**src/rtl/deframer_pkg.sv**
```systemverilog
// Shared definitions for the receive-side bitstream deframer.
// Holds the receiver state encoding, the frame geometry constants shared with
// the TX bitstream generator, and a small saturating-counter helper.
package deframer_pkg;

    // Receiver states: hunt for preamble, wait for SFD, capture, tail check, deliver.
    typedef enum logic [2:0] {
        HUNT     = 3'd0,
        PRE_LOCK = 3'd1,
        PAYLOAD  = 3'd2,
        TAIL     = 3'd3,
        DONE     = 3'd4
    } state_t;

    localparam int          DEF_FRAME_BITS   = 1200;
    localparam int          DEF_TAIL_BITS    = 10;
    localparam logic [15:0] DEF_SFD_PATTERN  = 16'hFCF3;
    localparam int          DEF_MIN_PREAMBLE = 32;
    localparam int          DEF_SFD_WINDOW   = 64;
    localparam int          DEF_GAP_CYCLES   = 10000;

    // Increment an 8-bit counter, holding at all-ones instead of wrapping.
    function automatic logic [7:0] sat_inc8(input logic [7:0] value);
        logic [7:0] result;
        if (value == 8'hFF) begin
            result = value;
        end else begin
            result = value + 8'd1;
        end
        return result;
    endfunction

endpackage

```
**src/rtl/bitstream_deframer_sfd_correlator.sv**
```systemverilog
// sfd_correlator: bit-serial start-of-frame-delimiter detector.
// Keeps the last 15 received bits; together with the bit arriving now they form
// the 16-bit window compared against PATTERN (oldest bit in the MSB).
// Ports:
//   clk, reset_n  - clock, asynchronous active-low reset
//   clear         - synchronous clear of the history (has priority over shift)
//   shift_en      - shift bit_in into the history this cycle
//   bit_in        - incoming serial bit
//   match         - window {history, bit_in} equals PATTERN (combinational)
//   last_bit      - most recently stored bit, for transition detection
module sfd_correlator
    import deframer_pkg::*;
#(
    parameter logic [15:0] PATTERN = DEF_SFD_PATTERN
) (
    input  logic clk,
    input  logic reset_n,
    input  logic clear,
    input  logic shift_en,
    input  logic bit_in,
    output logic match,
    output logic last_bit
);

    // The 16th window bit is bit_in itself, so only 15 bits need storage.
    logic [14:0] sr_r;

    // Bit history shift register.
    always_ff @(posedge clk or negedge reset_n) begin
        if (!reset_n) begin
            sr_r <= 15'd0;
        end else if (clear) begin
            sr_r <= 15'd0;
        end else if (shift_en) begin
            sr_r <= {sr_r[13:0], bit_in};
        end else begin
            sr_r <= sr_r;
        end
    end

    assign match    = ({sr_r, bit_in} == PATTERN);
    assign last_bit = sr_r[0];

endmodule

```
**src/rtl/bitstream_deframer.sv**
```systemverilog
// bitstream_deframer: receive-side framer for the demodulated serial stream.
// Locks on an alternating preamble, aligns on the SFD, captures FRAME_BITS
// payload bits into a shadow register, checks the zero tail and publishes the
// frame with a one-cycle frame_valid pulse.
// Ports:
//   clk, reset_n   - clock, asynchronous active-low reset
//   rx_bit         - recovered bit, used only when rx_bit_valid is high
//   rx_bit_valid   - one-cycle strobe per received bit
//   frame_data     - last delivered codeword, k-th payload bit at index k
//   frame_valid    - one-cycle pulse when frame_data/err_tail/frame_count update
//   sync_lock      - high while payload and tail are being received
//   err_tail       - a 1 was seen in the tail of the delivered frame
//   err_abort      - one-cycle pulse on gap timeout or SFD window expiry
//   frame_count    - number of delivered frames, wrapping
module bitstream_deframer
    import deframer_pkg::*;
#(
    parameter int          FRAME_BITS   = DEF_FRAME_BITS,
    parameter int          TAIL_BITS    = DEF_TAIL_BITS,
    parameter logic [15:0] SFD_PATTERN  = DEF_SFD_PATTERN,
    parameter int          MIN_PREAMBLE = DEF_MIN_PREAMBLE,
    parameter int          SFD_WINDOW   = DEF_SFD_WINDOW,
    parameter int          GAP_CYCLES   = DEF_GAP_CYCLES
) (
    input  logic                  clk,
    input  logic                  reset_n,
    input  logic                  rx_bit,
    input  logic                  rx_bit_valid,
    output logic [FRAME_BITS-1:0] frame_data,
    output logic                  frame_valid,
    output logic                  sync_lock,
    output logic                  err_tail,
    output logic                  err_abort,
    output logic [15:0]           frame_count
);

    localparam logic [7:0]  ALT_LOCK  = 8'(MIN_PREAMBLE - 1);
    localparam logic [7:0]  WIN_LAST  = 8'(SFD_WINDOW - 1);
    localparam logic [10:0] PAY_LAST  = 11'(FRAME_BITS - 1);
    localparam logic [10:0] TAIL_LAST = 11'(TAIL_BITS - 1);
    localparam logic [15:0] GAP_LAST  = 16'(GAP_CYCLES - 1);

    state_t                state_r;
    state_t                state_s;
    logic [7:0]            alt_cnt_r;
    logic [7:0]            win_cnt_r;
    logic [10:0]           bit_cnt_r;
    logic [15:0]           gap_cnt_r;
    logic                  tail_flag_r;
    logic [FRAME_BITS-1:0] frame_shadow_r;
    logic [FRAME_BITS-1:0] frame_data_r;
    logic                  frame_valid_r;
    logic                  sync_lock_r;
    logic                  err_tail_r;
    logic                  err_abort_r;
    logic [15:0]           frame_count_r;

    logic       match_s;
    logic       last_bit_s;
    logic [7:0] alt_next_s;
    logic       gap_hit_s;
    logic       abort_s;
    logic       done_entry_s;

    sfd_correlator #(
        .PATTERN (SFD_PATTERN)
    ) u_sfd (
        .clk      (clk),
        .reset_n  (reset_n),
        .clear    (state_r == DONE),
        .shift_en (rx_bit_valid),
        .bit_in   (rx_bit),
        .match    (match_s),
        .last_bit (last_bit_s)
    );

    // A transition against the previous bit extends the alternating run.
    assign alt_next_s   = (rx_bit != last_bit_s) ? sat_inc8(alt_cnt_r) : 8'd0;
    assign gap_hit_s    = !rx_bit_valid && (gap_cnt_r == GAP_LAST);
    assign done_entry_s = (state_r == TAIL) && (state_s == DONE);

    // Next-state logic and abort detection.
    always_comb begin
        state_s = state_r;
        abort_s = 1'b0;
        case (state_r)
            HUNT: begin
                if (rx_bit_valid && (alt_next_s >= ALT_LOCK)) begin
                    state_s = PRE_LOCK;
                end else begin
                    state_s = HUNT;
                end
            end
            PRE_LOCK: begin
                if (rx_bit_valid) begin
                    if (match_s) begin
                        state_s = PAYLOAD;
                    end else if (win_cnt_r == WIN_LAST) begin
                        state_s = HUNT;
                        abort_s = 1'b1;
                    end else begin
                        state_s = PRE_LOCK;
                    end
                end else if (gap_hit_s) begin
                    state_s = HUNT;
                    abort_s = 1'b1;
                end else begin
                    state_s = PRE_LOCK;
                end
            end
            PAYLOAD: begin
                if (rx_bit_valid) begin
                    if (bit_cnt_r == PAY_LAST) begin
                        state_s = TAIL;
                    end else begin
                        state_s = PAYLOAD;
                    end
                end else if (gap_hit_s) begin
                    state_s = HUNT;
                    abort_s = 1'b1;
                end else begin
                    state_s = PAYLOAD;
                end
            end
            TAIL: begin
                if (rx_bit_valid) begin
                    if (bit_cnt_r == TAIL_LAST) begin
                        state_s = DONE;
                    end else begin
                        state_s = TAIL;
                    end
                end else if (gap_hit_s) begin
                    state_s = HUNT;
                    abort_s = 1'b1;
                end else begin
                    state_s = TAIL;
                end
            end
            DONE: begin
                state_s = HUNT;
            end
            default: begin
                state_s = HUNT;
            end
        endcase
    end

    // State register and bit/gap/preamble counters.
    always_ff @(posedge clk or negedge reset_n) begin
        if (!reset_n) begin
            state_r     <= HUNT;
            alt_cnt_r   <= 8'd0;
            win_cnt_r   <= 8'd0;
            bit_cnt_r   <= 11'd0;
            gap_cnt_r   <= 16'd0;
            tail_flag_r <= 1'b0;
        end else begin
            state_r <= state_s;

            // Saturate so a long silence keeps the timeout condition asserted.
            if (rx_bit_valid) begin
                gap_cnt_r <= 16'd0;
            end else if (gap_cnt_r == GAP_LAST) begin
                gap_cnt_r <= gap_cnt_r;
            end else begin
                gap_cnt_r <= gap_cnt_r + 16'd1;
            end

            // Leaving HUNT always restarts the preamble search from scratch.
            if (state_r == HUNT) begin
                if (rx_bit_valid) begin
                    alt_cnt_r <= alt_next_s;
                end else if (gap_hit_s) begin
                    alt_cnt_r <= 8'd0;
                end else begin
                    alt_cnt_r <= alt_cnt_r;
                end
            end else begin
                alt_cnt_r <= 8'd0;
            end

            if (state_r == PRE_LOCK) begin
                win_cnt_r <= rx_bit_valid ? (win_cnt_r + 8'd1) : win_cnt_r;
            end else begin
                win_cnt_r <= 8'd0;
            end

            // bit_cnt restarts at each PAYLOAD->TAIL boundary.
            if ((state_r == PAYLOAD) || (state_r == TAIL)) begin
                if (rx_bit_valid) begin
                    bit_cnt_r <= (state_s != state_r) ? 11'd0 : (bit_cnt_r + 11'd1);
                end else begin
                    bit_cnt_r <= bit_cnt_r;
                end
            end else begin
                bit_cnt_r <= 11'd0;
            end

            if (state_r == TAIL) begin
                tail_flag_r <= tail_flag_r | (rx_bit_valid & rx_bit);
            end else begin
                tail_flag_r <= 1'b0;
            end
        end
    end

    // Payload capture into the shadow so frame_data keeps the previous frame.
    always_ff @(posedge clk or negedge reset_n) begin
        if (!reset_n) begin
            frame_shadow_r <= '0;
        end else if ((state_r == PAYLOAD) && rx_bit_valid) begin
            frame_shadow_r[bit_cnt_r] <= rx_bit;
        end else begin
            frame_shadow_r <= frame_shadow_r;
        end
    end

    // Output registers; delivery happens on the edge that enters DONE so that
    // frame_valid is visible one clock after the last tail strobe.
    always_ff @(posedge clk or negedge reset_n) begin
        if (!reset_n) begin
            frame_data_r  <= '0;
            frame_valid_r <= 1'b0;
            sync_lock_r   <= 1'b0;
            err_tail_r    <= 1'b0;
            err_abort_r   <= 1'b0;
            frame_count_r <= 16'd0;
        end else begin
            frame_valid_r <= done_entry_s;
            err_abort_r   <= abort_s;
            sync_lock_r   <= (state_s == PAYLOAD) || (state_s == TAIL);
            if (done_entry_s) begin
                frame_data_r  <= frame_shadow_r;
                err_tail_r    <= tail_flag_r | rx_bit;
                frame_count_r <= frame_count_r + 16'd1;
            end else begin
                frame_data_r  <= frame_data_r;
                err_tail_r    <= err_tail_r;
                frame_count_r <= frame_count_r;
            end
        end
    end

    assign frame_data  = frame_data_r;
    assign frame_valid = frame_valid_r;
    assign sync_lock   = sync_lock_r;
    assign err_tail    = err_tail_r;
    assign err_abort   = err_abort_r;
    assign frame_count = frame_count_r;

endmodule

```
**config.mk**
```make
export PLATFORM = sky130hd
export DESIGN_NAME = bitstream_deframer
export DESIGN_NICKNAME = d
export VERILOG_FILES = /design/src/rtl/deframer_pkg.sv /design/src/rtl/bitstream_deframer_sfd_correlator.sv /design/src/rtl/bitstream_deframer.sv
export SDC_FILE = /design/constraint.sdc
export NUM_CORES = 2
export LEC_CHECK = 0
export ABC_AREA = 1
export CAP_MARGIN = 10
export CORE_AREA = 2 2 482 484
export CTS_BUF_LIST = sky130_fd_sc_hd__clkbuf_4
export CTS_CLUSTER_SIZE = 30
export DETAILED_ROUTE_END_ITERATION = 8
export DIE_AREA = 0 0 484 486
export PLACE_DENSITY = 0.7
export SYNTH_ARGS = -nofsm -noshare
export SYNTH_HDL_FRONTEND = slang
export SYNTH_HIERARCHICAL = 1
export SYNTH_SLANG_ARGS = --single-unit
```
**constraint.sdc**
```tcl
create_clock -name clk -period 2.47 [get_ports clk]
set_input_delay 0.494 -clock clk [delete_from_list [all_inputs] [get_ports clk]]
set_output_delay 0.494 -clock clk [all_outputs]
set_load 0.01 [all_outputs]
```
==> metrics.txt <==
status=complete, but fails checks; failing checks=negative setup slack; Die ar.=around 240000 um2; Worst path max stage delay=between 0.4 and 0.5 ns; die height=486 um; clock transition at the registers of the reported paths=0.07 ns; number of CTS-inserted buffers=roughly 640; WL final=374900 um; Place WS=-0.2276 ns; power per cell area=640.8 nW/um2; H-tree levels=6; CTS tree=yes; Syn. warnings=6; startpoint class of the critical path=flip-flop; count leader, synth=nand2_1; Post-synth EDFFs=0; Avg Cell Area, Syn=9.079 um2; Async S/R FF share, synth=100.0%; Post-Syn Area=96970 um2; Rows=between 150 and 200; flops & latches, synth=2482; sequential share of the synthesized area=64.05%; combinational share of power=4.5%; Fin Setup TNS=-16.78 ns; top_reg_cell synth=dfrtp_1; maximum buffer depth of the clock tree=4; final RePlAce weighted congestion=approximately 0.9; Leakage=67.34 nW; critical path required time=1.98 ns; Die W=484 um; Reg power frac=51.4%; Ports=1224; Avg WL per Cell=22.95 um; DRT iter0 DRCs=9386; CP max stage cell=dfrtp_1; proportion of layout cells with a drive suffix above 1=26.34%; number of antenna violations at the first check in global routing=14; # DRC=0; final hold vios=0; Hold WC Path Type=in -> reg; Root Driver=clkbuf_4; critical path depth=1; switching pwr=0.01994 W; Reg-to-Reg Start=bit_cnt_r[5]; Cells after Synth=10680; end point of the critical path=frame_data[929]; vias in the first global route=84820; Final Worst Setup Slack=-0.1113 ns; WS Path Type=reg -> out; ranking of synthesized cells by area=dfrtp_1, nand2_1, a21oi_1, nor2_1, a31oi_1; Detail Placement HPWL=around 250000 um; vias per inst=5.358; period utilisation layout=104.5%; Max rail drop VDD=414.9 uV; GRT Residual Overflow=0; final setup fails=454; Net Count, Synth=10690; Max Cap Violations=0; delay-heaviest family, CP=flip-flops; first-pass GRT wire length=543900 um; layout overhead on the synthesized area=28.76%; FF-to-FF End=frame_shadow_r[1147]; minimum clock period=2.581 ns; Buf+Inv Stages, Crit Path=1; total core area=229500 um2; start point of the critical path=frame_data[929]; worst hold start=rx_bit; biggest area consumer among synthesized cells=dfrtp_1; slew margin rel.=9.737%; Pre-Repair DR Iteration Count=7; worst-margin pin slew=1.354 ns; CP cell instances=buf_2; Post-DRT Antenna Nets=0; Clock Latency Late Sink=1.51 ns; nets=12910; Max Fclk=a little under 0.4 GHz; RSZ-0062 raised after global routing=yes; via count=87520; Yosys cell types=38; clock power share=44.1%; Slew Limit Fails=0; clock sink count=2482; Setup crit end kind=output pin; Cell Int Power=0.06007 W; GRT Total Usage=between 30% and 40%; largest net degree at the start of global routing=228; Reg2Reg Setup Slack=0.04 ns; Yosys top cell area share=64.05%; input/output buffers=1223; crit path DAT=about 2.1 ns; Starting Density=42.26%; clock skew=0.1470 ns; worst reg2reg path depth=8; sw frac=between 20% and 30%; Crit Path Max Fanout=2; Post-synth top cells=nand2_1, dfrtp_1, nor2_1
==> per-stage QoR <==
| step | power (W) | cells | utilization [%] | cell area [um2] | hold WS [ns] |
|---|---|---|---|---|---|
| after detailed placement | 0.04530 | 14710 | 50.48 | 115800 | 0.4048 |
| after CTS | 0.08047 | 16050 | 53.40 | 122500 | 0.002426 |
| final | 0.08001 | 16330 | 54.41 | 124900 | 0.1914 |
| after floorplan | 0.04290 | 10680 | - | 96970 | 0.1984 |
| after global placement | 0.04523 | 14710 | 50.48 | 115800 | 0.4090 |
| after global routing | 0.08310 | 16330 | 54.41 | 124900 | 0.07710 |
==> flip-flops by register name, indices dropped and copies added, names as in the netlist, 3 cells and up <==
name / flops
frame_count: 16
frame_data: 1200
bit_cnt_r: 11
win_cnt_r: 8
state_r: 3
u_sfd/sr_r: 15
alt_cnt_r: 8
frame_shadow_r: 1200
gap_cnt_r: 16
==> cell usage in the layout, fill, tap and decap left out, types with 184 or more instances in the layout <==
master / n
a21oi_1: 942
a31oi_1: 336
buf_12: 184
buf_2: 639
buf_4: 853
buf_6: 435
clkbuf_4: 910
dfrtp_1: 2315
nand2_1: 3978
nand3_1: 313
nor2_1: 1217
o21ai_0: 339
==> power groups by stage <==
stage	registers [W]	logic, W	clock network (W)
after detailed placement	0.0418	0.00345	0
after global placement	0.0418	0.00339	0
final	0.0411	0.00360	0.0353
after CTS	0.0411	0.00353	0.0358
after floorplan	0.0418	0.00109	0
after global routing	0.0411	0.00386	0.0381
==> per-layer routing <==
layer  wire length [um]  track usage [%]  vias to the layer above
met3              36870            7.854                     1143
met4              29140            21.40                        6
met2             163000            45.47                     5153
met5                 39                0                        -
met1             145900            40.34                    42260
li1                   -                -                    38960
==> layout make-up <==
type	instances	area [um2]
fillers	20300	104600
flip-flops and latches	2482	62320
multi-input cells	7301	31050
repair buffers	2268	19090
clock buffers	910	6832
well taps	3026	3786
clock inverters	135	940.9
inverters	204	814.5
diodes	8	20.02
==> logic make-up (layout without fill, tap and decap cells) <==
logic type	count (synthesis)	count (layout)	share of synthesized area, %
adder cells (fa/ha/maj)	8	8	0.1032
other	0	8	0
AO/OA/AOI/OAI	1639	1639	8.934
flip-flops	2482	2482	64.05
AND/OR/NAND/NOR	5634	5634	22.53
XOR/XNOR	20	20	0.1806
buffers and inverters	898	3517	4.197
==> timing repair <==
action / 4_1_cts / 5_1_grt
setup endpoints to repair: 1220 / 1284
endpoints found under the hold margin: 2708 / 0
gates resized for setup: 4965 / 572
setup buffers: 290 / 274
pin swaps: 0 / 2
hold buffers: 7 / 0
gates cloned: 0 / 1
==> worst min path at each step <==
| stage | to | slack, ns | cells after the start |
|---|---|---|---|
| floorplan | alt_cnt_r[0] | 0.20 | 0 |
| global placement | frame_data[83] | 0.41 | 1 |
| detailed placement | frame_data[83] | 0.40 | 1 |
| CTS | frame_shadow_r[9] | 0.002 | 5 |
| global route | frame_shadow_r[9] | 0.08 | 5 |
| finish | frame_shadow_r[9] | 0.19 | 5 |
Power figures use the tool's default switching activity.
